[src/rtl/dbg_step_ctrl_if.sv]
// Button/switch inputs and CPU-control outputs of the debug step controller.
interface dbg_step_ctrl_if #(
    parameter int unsigned CNT_W  = 8,
    parameter int unsigned PC_W   = 32,
    parameter int unsigned NUM_BP = 2,
    parameter int unsigned STEP_W = 8
);
    localparam int unsigned IDX_W = (NUM_BP > 1) ? $clog2(NUM_BP) : 1;

    logic                     step_btn;
    logic                     run_btn;
    logic                     burst_btn;
    logic                     clr_btn;
    logic [STEP_W-1:0]        burst_len;
    logic [3:0]               sel;
    logic [PC_W-1:0]          pc;
    logic [NUM_BP*PC_W-1:0]   bp_addr;
    logic [NUM_BP-1:0]        bp_en;

    logic                     cpu_ce;
    logic [CNT_W-1:0]         cycle_cnt;
    logic                     busy;
    logic                     bp_hit;
    logic [IDX_W-1:0]         bp_idx;
    logic                     refresh;

    modport master (
        output step_btn, run_btn, burst_btn, clr_btn, burst_len, sel, pc, bp_addr, bp_en,
        input  cpu_ce, cycle_cnt, busy, bp_hit, bp_idx, refresh
    );

    modport slave (
        input  step_btn, run_btn, burst_btn, clr_btn, burst_len, sel, pc, bp_addr, bp_en,
        output cpu_ce, cycle_cnt, busy, bp_hit, bp_idx, refresh
    );
endinterface

[src/rtl/dbg_step_ctrl.sv]
// Debug clock-step/run controller: single step, N-step burst, free run with
// PC breakpoints, wrapping cycle counter and display refresh strobe.
module dbg_step_ctrl #(
    parameter int unsigned CNT_W    = 8,
    parameter int unsigned PC_W     = 32,
    parameter int unsigned NUM_BP   = 2,
    parameter int unsigned STEP_W   = 8,
    parameter int unsigned PACE_DIV = 2
) (
    input  logic           CCLK,
    input  logic           RST_N,
    dbg_step_ctrl_if.slave dbg
);
    localparam int unsigned IDX_W  = (NUM_BP > 1) ? $clog2(NUM_BP) : 1;
    localparam int unsigned PACE_W = (PACE_DIV > 1) ? $clog2(PACE_DIV) : 1;
    localparam logic [PACE_W-1:0] PACE_TC = PACE_W'(PACE_DIV - 1);

    localparam logic [1:0] S_IDLE  = 2'd0;
    localparam logic [1:0] S_STEP  = 2'd1;
    localparam logic [1:0] S_BURST = 2'd2;
    localparam logic [1:0] S_RUN   = 2'd3;

    logic [1:0]        state_q,   state_d;
    logic [PACE_W-1:0] pace_q,    pace_d;
    logic [STEP_W-1:0] rem_q,     rem_d;
    logic              first_q,   first_d;
    logic              stop_q,    stop_d;
    logic              cpu_ce_q,  cpu_ce_d;
    logic [CNT_W-1:0]  cnt_q,     cnt_d;
    logic              busy_q,    busy_d;
    logic              bp_hit_q,  bp_hit_d;
    logic [IDX_W-1:0]  bp_idx_q,  bp_idx_d;
    logic              refresh_q, refresh_d;
    logic [3:0]        sel_q,     sel_d;
    // Button bit order: {clr, burst, run, step}
    logic [3:0]        btn_q,     btn_d;
    logic [3:0]        dly_q,     dly_d;

    logic [3:0]        edge_c;
    logic              step_e_c, run_e_c, burst_e_c, clr_e_c;
    logic              bp_any_c;
    logic [IDX_W-1:0]  bp_sel_c;
    logic              was_busy_c;

    assign edge_c    = btn_q & ~dly_q;
    assign step_e_c  = edge_c[0];
    assign run_e_c   = edge_c[1];
    assign burst_e_c = edge_c[2];
    assign clr_e_c   = edge_c[3];

    // Lowest enabled slot matching pc wins (descending scan, last write wins)
    always_comb begin
        bp_any_c = 1'b0;
        bp_sel_c = '0;
        for (int i = int'(NUM_BP) - 1; i >= 0; i--) begin
            if (dbg.bp_en[i] && (dbg.bp_addr[i*PC_W +: PC_W] == dbg.pc)) begin
                bp_any_c = 1'b1;
                bp_sel_c = IDX_W'(i);
            end
        end
    end

    always_comb begin
        state_d   = state_q;
        pace_d    = pace_q;
        rem_d     = rem_q;
        first_d   = first_q;
        stop_d    = stop_q;
        cpu_ce_d  = 1'b0;
        cnt_d     = cnt_q;
        bp_hit_d  = bp_hit_q;
        bp_idx_d  = bp_idx_q;
        refresh_d = 1'b0;
        sel_d     = sel_q;
        btn_d     = {dbg.clr_btn, dbg.burst_btn, dbg.run_btn, dbg.step_btn};
        dly_d     = btn_q;
        was_busy_c = (state_q == S_BURST) || (state_q == S_RUN);

        if (step_e_c || burst_e_c || run_e_c) begin
            bp_hit_d = 1'b0;
        end

        case (state_q)
            S_IDLE: begin
                if (step_e_c) begin
                    state_d  = S_STEP;
                    cpu_ce_d = 1'b1;
                end else if (burst_e_c || run_e_c) begin
                    state_d = burst_e_c ? S_BURST : S_RUN;
                    rem_d   = dbg.burst_len;
                    pace_d  = '0;
                    first_d = 1'b1;
                    stop_d  = 1'b0;
                end
            end
            S_STEP: begin
                state_d   = S_IDLE;
                refresh_d = 1'b1;
            end
            S_BURST, S_RUN: begin
                if (run_e_c) begin
                    stop_d = 1'b1;
                end
                if ((state_q == S_BURST) && (rem_q == '0)) begin
                    state_d = S_IDLE;
                end else if (pace_q == PACE_TC) begin
                    // Decision point: pc reflects the previous enable by now
                    pace_d = '0;
                    if (stop_q || run_e_c) begin
                        state_d = S_IDLE;
                    end else if (bp_any_c && !first_q) begin
                        state_d  = S_IDLE;
                        bp_hit_d = 1'b1;
                        bp_idx_d = bp_sel_c;
                    end else begin
                        cpu_ce_d = 1'b1;
                        first_d  = 1'b0;
                        if (state_q == S_BURST) begin
                            rem_d = rem_q - STEP_W'(1);
                        end
                    end
                end else begin
                    pace_d = pace_q + PACE_W'(1);
                end
            end
            default: state_d = S_IDLE;
        endcase

        busy_d = (state_d == S_BURST) || (state_d == S_RUN);

        if (was_busy_c && (state_d == S_IDLE)) begin
            refresh_d = 1'b1;
        end
        if (clr_e_c) begin
            refresh_d = 1'b1;
        end
        if (dbg.sel != sel_q) begin
            sel_d     = dbg.sel;
            refresh_d = 1'b1;
        end

        // Clear wins over a coinciding increment; the enable itself still goes out
        if (clr_e_c) begin
            cnt_d = '0;
        end else if (cpu_ce_d) begin
            cnt_d = cnt_q + CNT_W'(1);
        end
    end

    always_ff @(posedge CCLK or negedge RST_N) begin
        if (!RST_N) begin
            state_q   <= S_IDLE;
            pace_q    <= '0;
            rem_q     <= '0;
            first_q   <= 1'b0;
            stop_q    <= 1'b0;
            cpu_ce_q  <= 1'b0;
            cnt_q     <= '0;
            busy_q    <= 1'b0;
            bp_hit_q  <= 1'b0;
            bp_idx_q  <= '0;
            refresh_q <= 1'b0;
            sel_q     <= '0;
            btn_q     <= '0;
            dly_q     <= '0;
        end else begin
            state_q   <= state_d;
            pace_q    <= pace_d;
            rem_q     <= rem_d;
            first_q   <= first_d;
            stop_q    <= stop_d;
            cpu_ce_q  <= cpu_ce_d;
            cnt_q     <= cnt_d;
            busy_q    <= busy_d;
            bp_hit_q  <= bp_hit_d;
            bp_idx_q  <= bp_idx_d;
            refresh_q <= refresh_d;
            sel_q     <= sel_d;
            btn_q     <= btn_d;
            dly_q     <= dly_d;
        end
    end

    assign dbg.cpu_ce    = cpu_ce_q;
    assign dbg.cycle_cnt = cnt_q;
    assign dbg.busy      = busy_q;
    assign dbg.bp_hit    = bp_hit_q;
    assign dbg.bp_idx    = bp_idx_q;
    assign dbg.refresh   = refresh_q;
endmodule

[src/flat_wrapper.sv]
// flat-port wrapper written by rule: the top's interface ports become plain ports
module dbg_step_ctrl_flat 
#(
    parameter int unsigned CNT_W    = 8,
    parameter int unsigned PC_W     = 32,
    parameter int unsigned NUM_BP   = 2,
    parameter int unsigned STEP_W   = 8,
    parameter int unsigned PACE_DIV = 2
)
  (CCLK, RST_N, dbg_step_btn, dbg_run_btn, dbg_burst_btn, dbg_clr_btn, dbg_burst_len, dbg_sel, dbg_pc, dbg_bp_addr, dbg_bp_en, dbg_cpu_ce, dbg_cycle_cnt, dbg_busy, dbg_bp_hit, dbg_bp_idx, dbg_refresh);
  dbg_step_ctrl_if #(.CNT_W(CNT_W), .PC_W(PC_W), .NUM_BP(NUM_BP), .STEP_W(STEP_W)) dbg_i ();
  input  logic CCLK;
  input  logic RST_N;
  input wire logic [$bits(dbg_i.step_btn)-1:0] dbg_step_btn;
  input wire logic [$bits(dbg_i.run_btn)-1:0] dbg_run_btn;
  input wire logic [$bits(dbg_i.burst_btn)-1:0] dbg_burst_btn;
  input wire logic [$bits(dbg_i.clr_btn)-1:0] dbg_clr_btn;
  input wire logic [$bits(dbg_i.burst_len)-1:0] dbg_burst_len;
  input wire logic [$bits(dbg_i.sel)-1:0] dbg_sel;
  input wire logic [$bits(dbg_i.pc)-1:0] dbg_pc;
  input wire logic [$bits(dbg_i.bp_addr)-1:0] dbg_bp_addr;
  input wire logic [$bits(dbg_i.bp_en)-1:0] dbg_bp_en;
  output wire logic [$bits(dbg_i.cpu_ce)-1:0] dbg_cpu_ce;
  output wire logic [$bits(dbg_i.cycle_cnt)-1:0] dbg_cycle_cnt;
  output wire logic [$bits(dbg_i.busy)-1:0] dbg_busy;
  output wire logic [$bits(dbg_i.bp_hit)-1:0] dbg_bp_hit;
  output wire logic [$bits(dbg_i.bp_idx)-1:0] dbg_bp_idx;
  output wire logic [$bits(dbg_i.refresh)-1:0] dbg_refresh;
  assign dbg_i.step_btn = dbg_step_btn;
  assign dbg_i.run_btn = dbg_run_btn;
  assign dbg_i.burst_btn = dbg_burst_btn;
  assign dbg_i.clr_btn = dbg_clr_btn;
  assign dbg_i.burst_len = dbg_burst_len;
  assign dbg_i.sel = dbg_sel;
  assign dbg_i.pc = dbg_pc;
  assign dbg_i.bp_addr = dbg_bp_addr;
  assign dbg_i.bp_en = dbg_bp_en;
  assign dbg_cpu_ce = dbg_i.cpu_ce;
  assign dbg_cycle_cnt = dbg_i.cycle_cnt;
  assign dbg_busy = dbg_i.busy;
  assign dbg_bp_hit = dbg_i.bp_hit;
  assign dbg_bp_idx = dbg_i.bp_idx;
  assign dbg_refresh = dbg_i.refresh;
  dbg_step_ctrl #(.CNT_W(CNT_W), .PC_W(PC_W), .NUM_BP(NUM_BP), .STEP_W(STEP_W), .PACE_DIV(PACE_DIV)) u_core (.CCLK(CCLK), .RST_N(RST_N), .dbg(dbg_i));
endmodule
[config.mk]
export PLATFORM = sky130hd
export DESIGN_NAME = dbg_step_ctrl_flat
export DESIGN_NICKNAME = d
export VERILOG_FILES = /design/src/rtl/dbg_step_ctrl_if.sv /design/src/rtl/dbg_step_ctrl.sv /design/src/flat_wrapper.sv
export SDC_FILE = /design/constraint.sdc
export NUM_CORES = 1
export LEC_CHECK = 0
export BUFFER_PORTS_ARGS = -buffer_cell sky130_fd_sc_hd__buf_2
export CORE_MARGIN = 4
export CORE_UTILIZATION = 42
export DETAILED_ROUTE_END_ITERATION = 8
export PLACE_DENSITY = 0.82
export SETUP_SLACK_MARGIN = 0.02
export SLEW_MARGIN = 30
export SYNTH_ARGS = -nofsm -noshare
export SYNTH_HDL_FRONTEND = slang
export SYNTH_SLANG_ARGS = --single-unit
[constraint.sdc]
create_clock -name CCLK -period 2.25 [get_ports CCLK]
set_clock_uncertainty 0.05 [all_clocks]
set_input_delay 0.225 -clock CCLK [delete_from_list [all_inputs] [get_ports CCLK]]
set_output_delay 0.225 -clock CCLK [all_outputs]
set_load 0.005 [all_outputs]
==> results.ini <==
[synthesis]
syn-cell-area_um2 = 2694
syn_avg_cell_area_um2 = 9.419
yosys_warnings = 0
synth_top_area_frac = 0.3530
synth_edf_count = 0
synthFlopType = dfrtp_1
yosys.area.top_type = dfrtp_1
yosysUniqueCellTypes = 50
synth_most_common_cell = xor2_1
synthArstFlopShare = 1.000
ys_ff_latch = 38
syn_nets = 404
synthCells = 286
synth_commonest_cells = xor2_1 (39), dfrtp_1 (38), xnor2_1 (30)
synthTopCellsByArea = dfrtp_1 (35%), xor2_1 (13%), xnor2_1 (9.8%), nand4_1 (2.8%), nor4_1 (2.8%)
ys_seq_area_frac = 0.3530

[placed_design]
dp_slack_ns = -0.3828
dp_hpwl_mm = 7.288
dp_cells = 530
port_buffers = 128
place_congestion = 0.8853

[timing]
slew_viol_final = 0
fin_crit_ns = 2.357
finalSetupViolCount = 14
fin_ws_ns = -0.1072
max_freq_ghz = 0.4242
rsz0062_at_grt = true
whs_ns = 0.01589
worst_pin_slew_ns = 0.8385
period_share = 1.048
relSlewSlack = 0.4410
hold_violations = 0

[die]
rows = 28
initial_core_util = 0.4445
dieArea_um2 = 7759
die_y_um = 88.09
io_pins = 129
die_w_um = 88.09
core_um2 = 6061

[critical_path]
rr_worst_depth = 11
r2r_slack_ns = 0.01
critPathKind = in -> reg
crit_path_start_kind = primary input
r2r-start = u_core.rem_q[0]$_DFFE_PN0P_
crit_path_end_kind = register
cp.arrival_ns = 2.52
timing.rr.end = u_core.rem_q[0]$_DFFE_PN0P_
critPathMaxFanout = 7
critPathRequiredTime_ns = 2.41

[clock_network]
cts_sinks = 38
cts_max_path_buffers = 2
cts_root_buffer = clkbuf_8
cts_buffers = 5
clkLatencyLatePin_ns = 0.29
clk_pin_slew_ns = 0.08
htree_num_levels = 2
cts_tree = done

[worst_hold_path]
hold_start = dbg_sel[1]
whs_endpoint = u_core.sel_q[1]$_DFFE_PN0P_
hp-class = in -> reg
min_path_cells = 1

[global_route]
grt.total_usage = 0.2426
antenna_found_initial = 0
grt_pass1_wl_mm = 14.68
grt_start_max_net_pins = 39
grt-ovfl-total = 0
grt_pass1_vias = 3231

[route]
ant_nets = 0
drtIter0Drc = 177
drc_errors = 0
firstDrtPassIters = 4
wire_per_inst_um = 19.08
drt-total-wl_mm = 10.73
vias_per_cell = 5.742
vias = 3227

[job]
maxCapViolCount = 0

[outcome]
status = complete, but fails checks
violations = setup timing

[cells_and_area]
n_antenna_cell = 0
drive_gt1_frac = 0.5359
final-instance-count-excl-fill = 562
nNetsFinal = 604
synthToLayoutAreaGrowth_pct = 69.11

[power_and_ir_drop]
powerDensity_nw_per_um2 = 756.1
irDropWorstVdd_mv = 0.7429
p_leak_uw = 0.002188

power breakdown:
| group | switching (µW) | internal [µW] | total [µW] | leakage (µW) |
|---|---|---|---|---|
| logic | 839 | 872 | 1710 | 0.00165 |
| registers | 190 | 838 | 1030 | 0.000470 |
| clock network | 260 | 444 | 704 | 0.0000683 |
| total | 1290 | 2150 | 3440 | 0.00219 |
cells in the final DEF, fill, tap and decap left out, types with 3 or more instances in the layout:
cell type,Yosys,layout
xor2_1,39,39
a41o_1,3,3
nand4_1,12,12
clkbuf_8,0,5
buf_4,0,65
dfrtp_1,38,38
o32ai_1,4,4
a21oi_2,0,4
nand2_2,0,3
nand2_1,17,13
a31oi_1,3,3
o21ai_0,6,5
buf_2,1,117
xnor2_2,1,13
a211oi_2,4,4
xnor2_4,0,5
and3_1,8,7
mux2i_1,5,5
xnor2_1,30,13
nor4_1,12,8
nand3_1,8,8
nor3_1,9,9
buf_6,1,11
nor2b_1,4,4
nor4_2,0,4
or4_1,5,4
nand2b_1,8,6
a21oi_1,7,3
nor2_1,17,17
dlygate4sd3_1,0,5
how the worst max path moves through the flow:
stage,endpoint,slack [ns],from
floorplan,u_core.rem_q[3]$_DFFE_PN0P_,-0.05,dbg_pc[16]
global placement,u_core.dbg.cycle_cnt[6]$_DFFE_PN0P_,-0.35,dbg_pc[18]
detailed placement,u_core.dbg.cycle_cnt[4]$_DFFE_PN0P_,-0.38,dbg_pc[30]
CTS,u_core.rem_q[5]$_DFFE_PN0P_,0.03,dbg_bp_addr[55]
global route,u_core.state_q[0]$_DFF_PN0_,-0.12,dbg_pc[22]
finish,u_core.dbg.cycle_cnt[4]$_DFFE_PN0P_,-0.11,dbg_bp_addr[58]
stage by stage:
stage	setup TNS (ns)	utilization	cell area, µm²	power, µW
floorplan	-0.3762	-	2809	1753
global route	-1.436	0.7517	4556	3625
finish	-0.8107	0.7517	4556	3444
CTS	0	0.7023	4257	3166
detailed placement	-6.008	0.6385	3870	2306
global placement	-5.712	0.6385	3870	2251
kinds of logic (layout without fill, tap and decap cells):
kind of cell,Yosys count,count (layout),synth area share
compound gates,41,42,0.1194
xor+xnor,70,70,0.2304
fa+ha+maj,2,2,0.009288
buf+inv,13,213,0.02136
flops,38,38,0.3530
mux,5,5,0.01858
simple gates,117,117,0.2480
state kept, by name, indices dropped and copies added (netlist names):
register / cells
u_core.first_q: 1
u_core.state_q: 2
u_core.stop_q: 1
u_core.btn_q: 4
u_core.dbg.bp_hit: 1
u_core.dbg.bp_idx: 1
u_core.dbg.refresh: 1
u_core.sel_q: 4
u_core.rem_q: 8
u_core.pace_q: 1
u_core.dbg.cycle_cnt: 8
u_core.dly_q: 4
u_core.dbg.cpu_ce: 1
u_core.dbg.busy: 1
layer usage:
metal  global-route usage  wire length, µm  share of wire
met5                    0                0              0
met2               0.4733             5791           0.54
met1               0.2597             3705           0.35
met3              0.04421              731          0.068
met4              0.08104              497          0.046
final cells by class:
type	count	area, µm²
inverter	4	15.01
clock buffer	5	68.82
timing repair buffer	201	1303
tap	75	93.84
sequential	38	950.9
clock inverter	3	68.82
fill	388	1505
multi-input combinational	236	2056
critical path: stages:
cell       delay [ns]
buf_8            0.10
xnor2_4          0.18
nand4_1          0.19
or4_1            0.57
or4_4            0.46
a21oi_4          0.23
buf_12           0.14
o2bb2ai_4        0.10
nand4_1          0.13
mux2i_1          0.19
what timing repair did:
action,4_1_cts,5_1_grt
pin swaps,9,31
hold buffers,5,0
resized for setup,25,38
gates cloned,0,1
endpoints found under the hold margin,13,0
setup endpoints to repair,15,20
buffers inserted,7,11
Power figures use the tool's default switching activity.
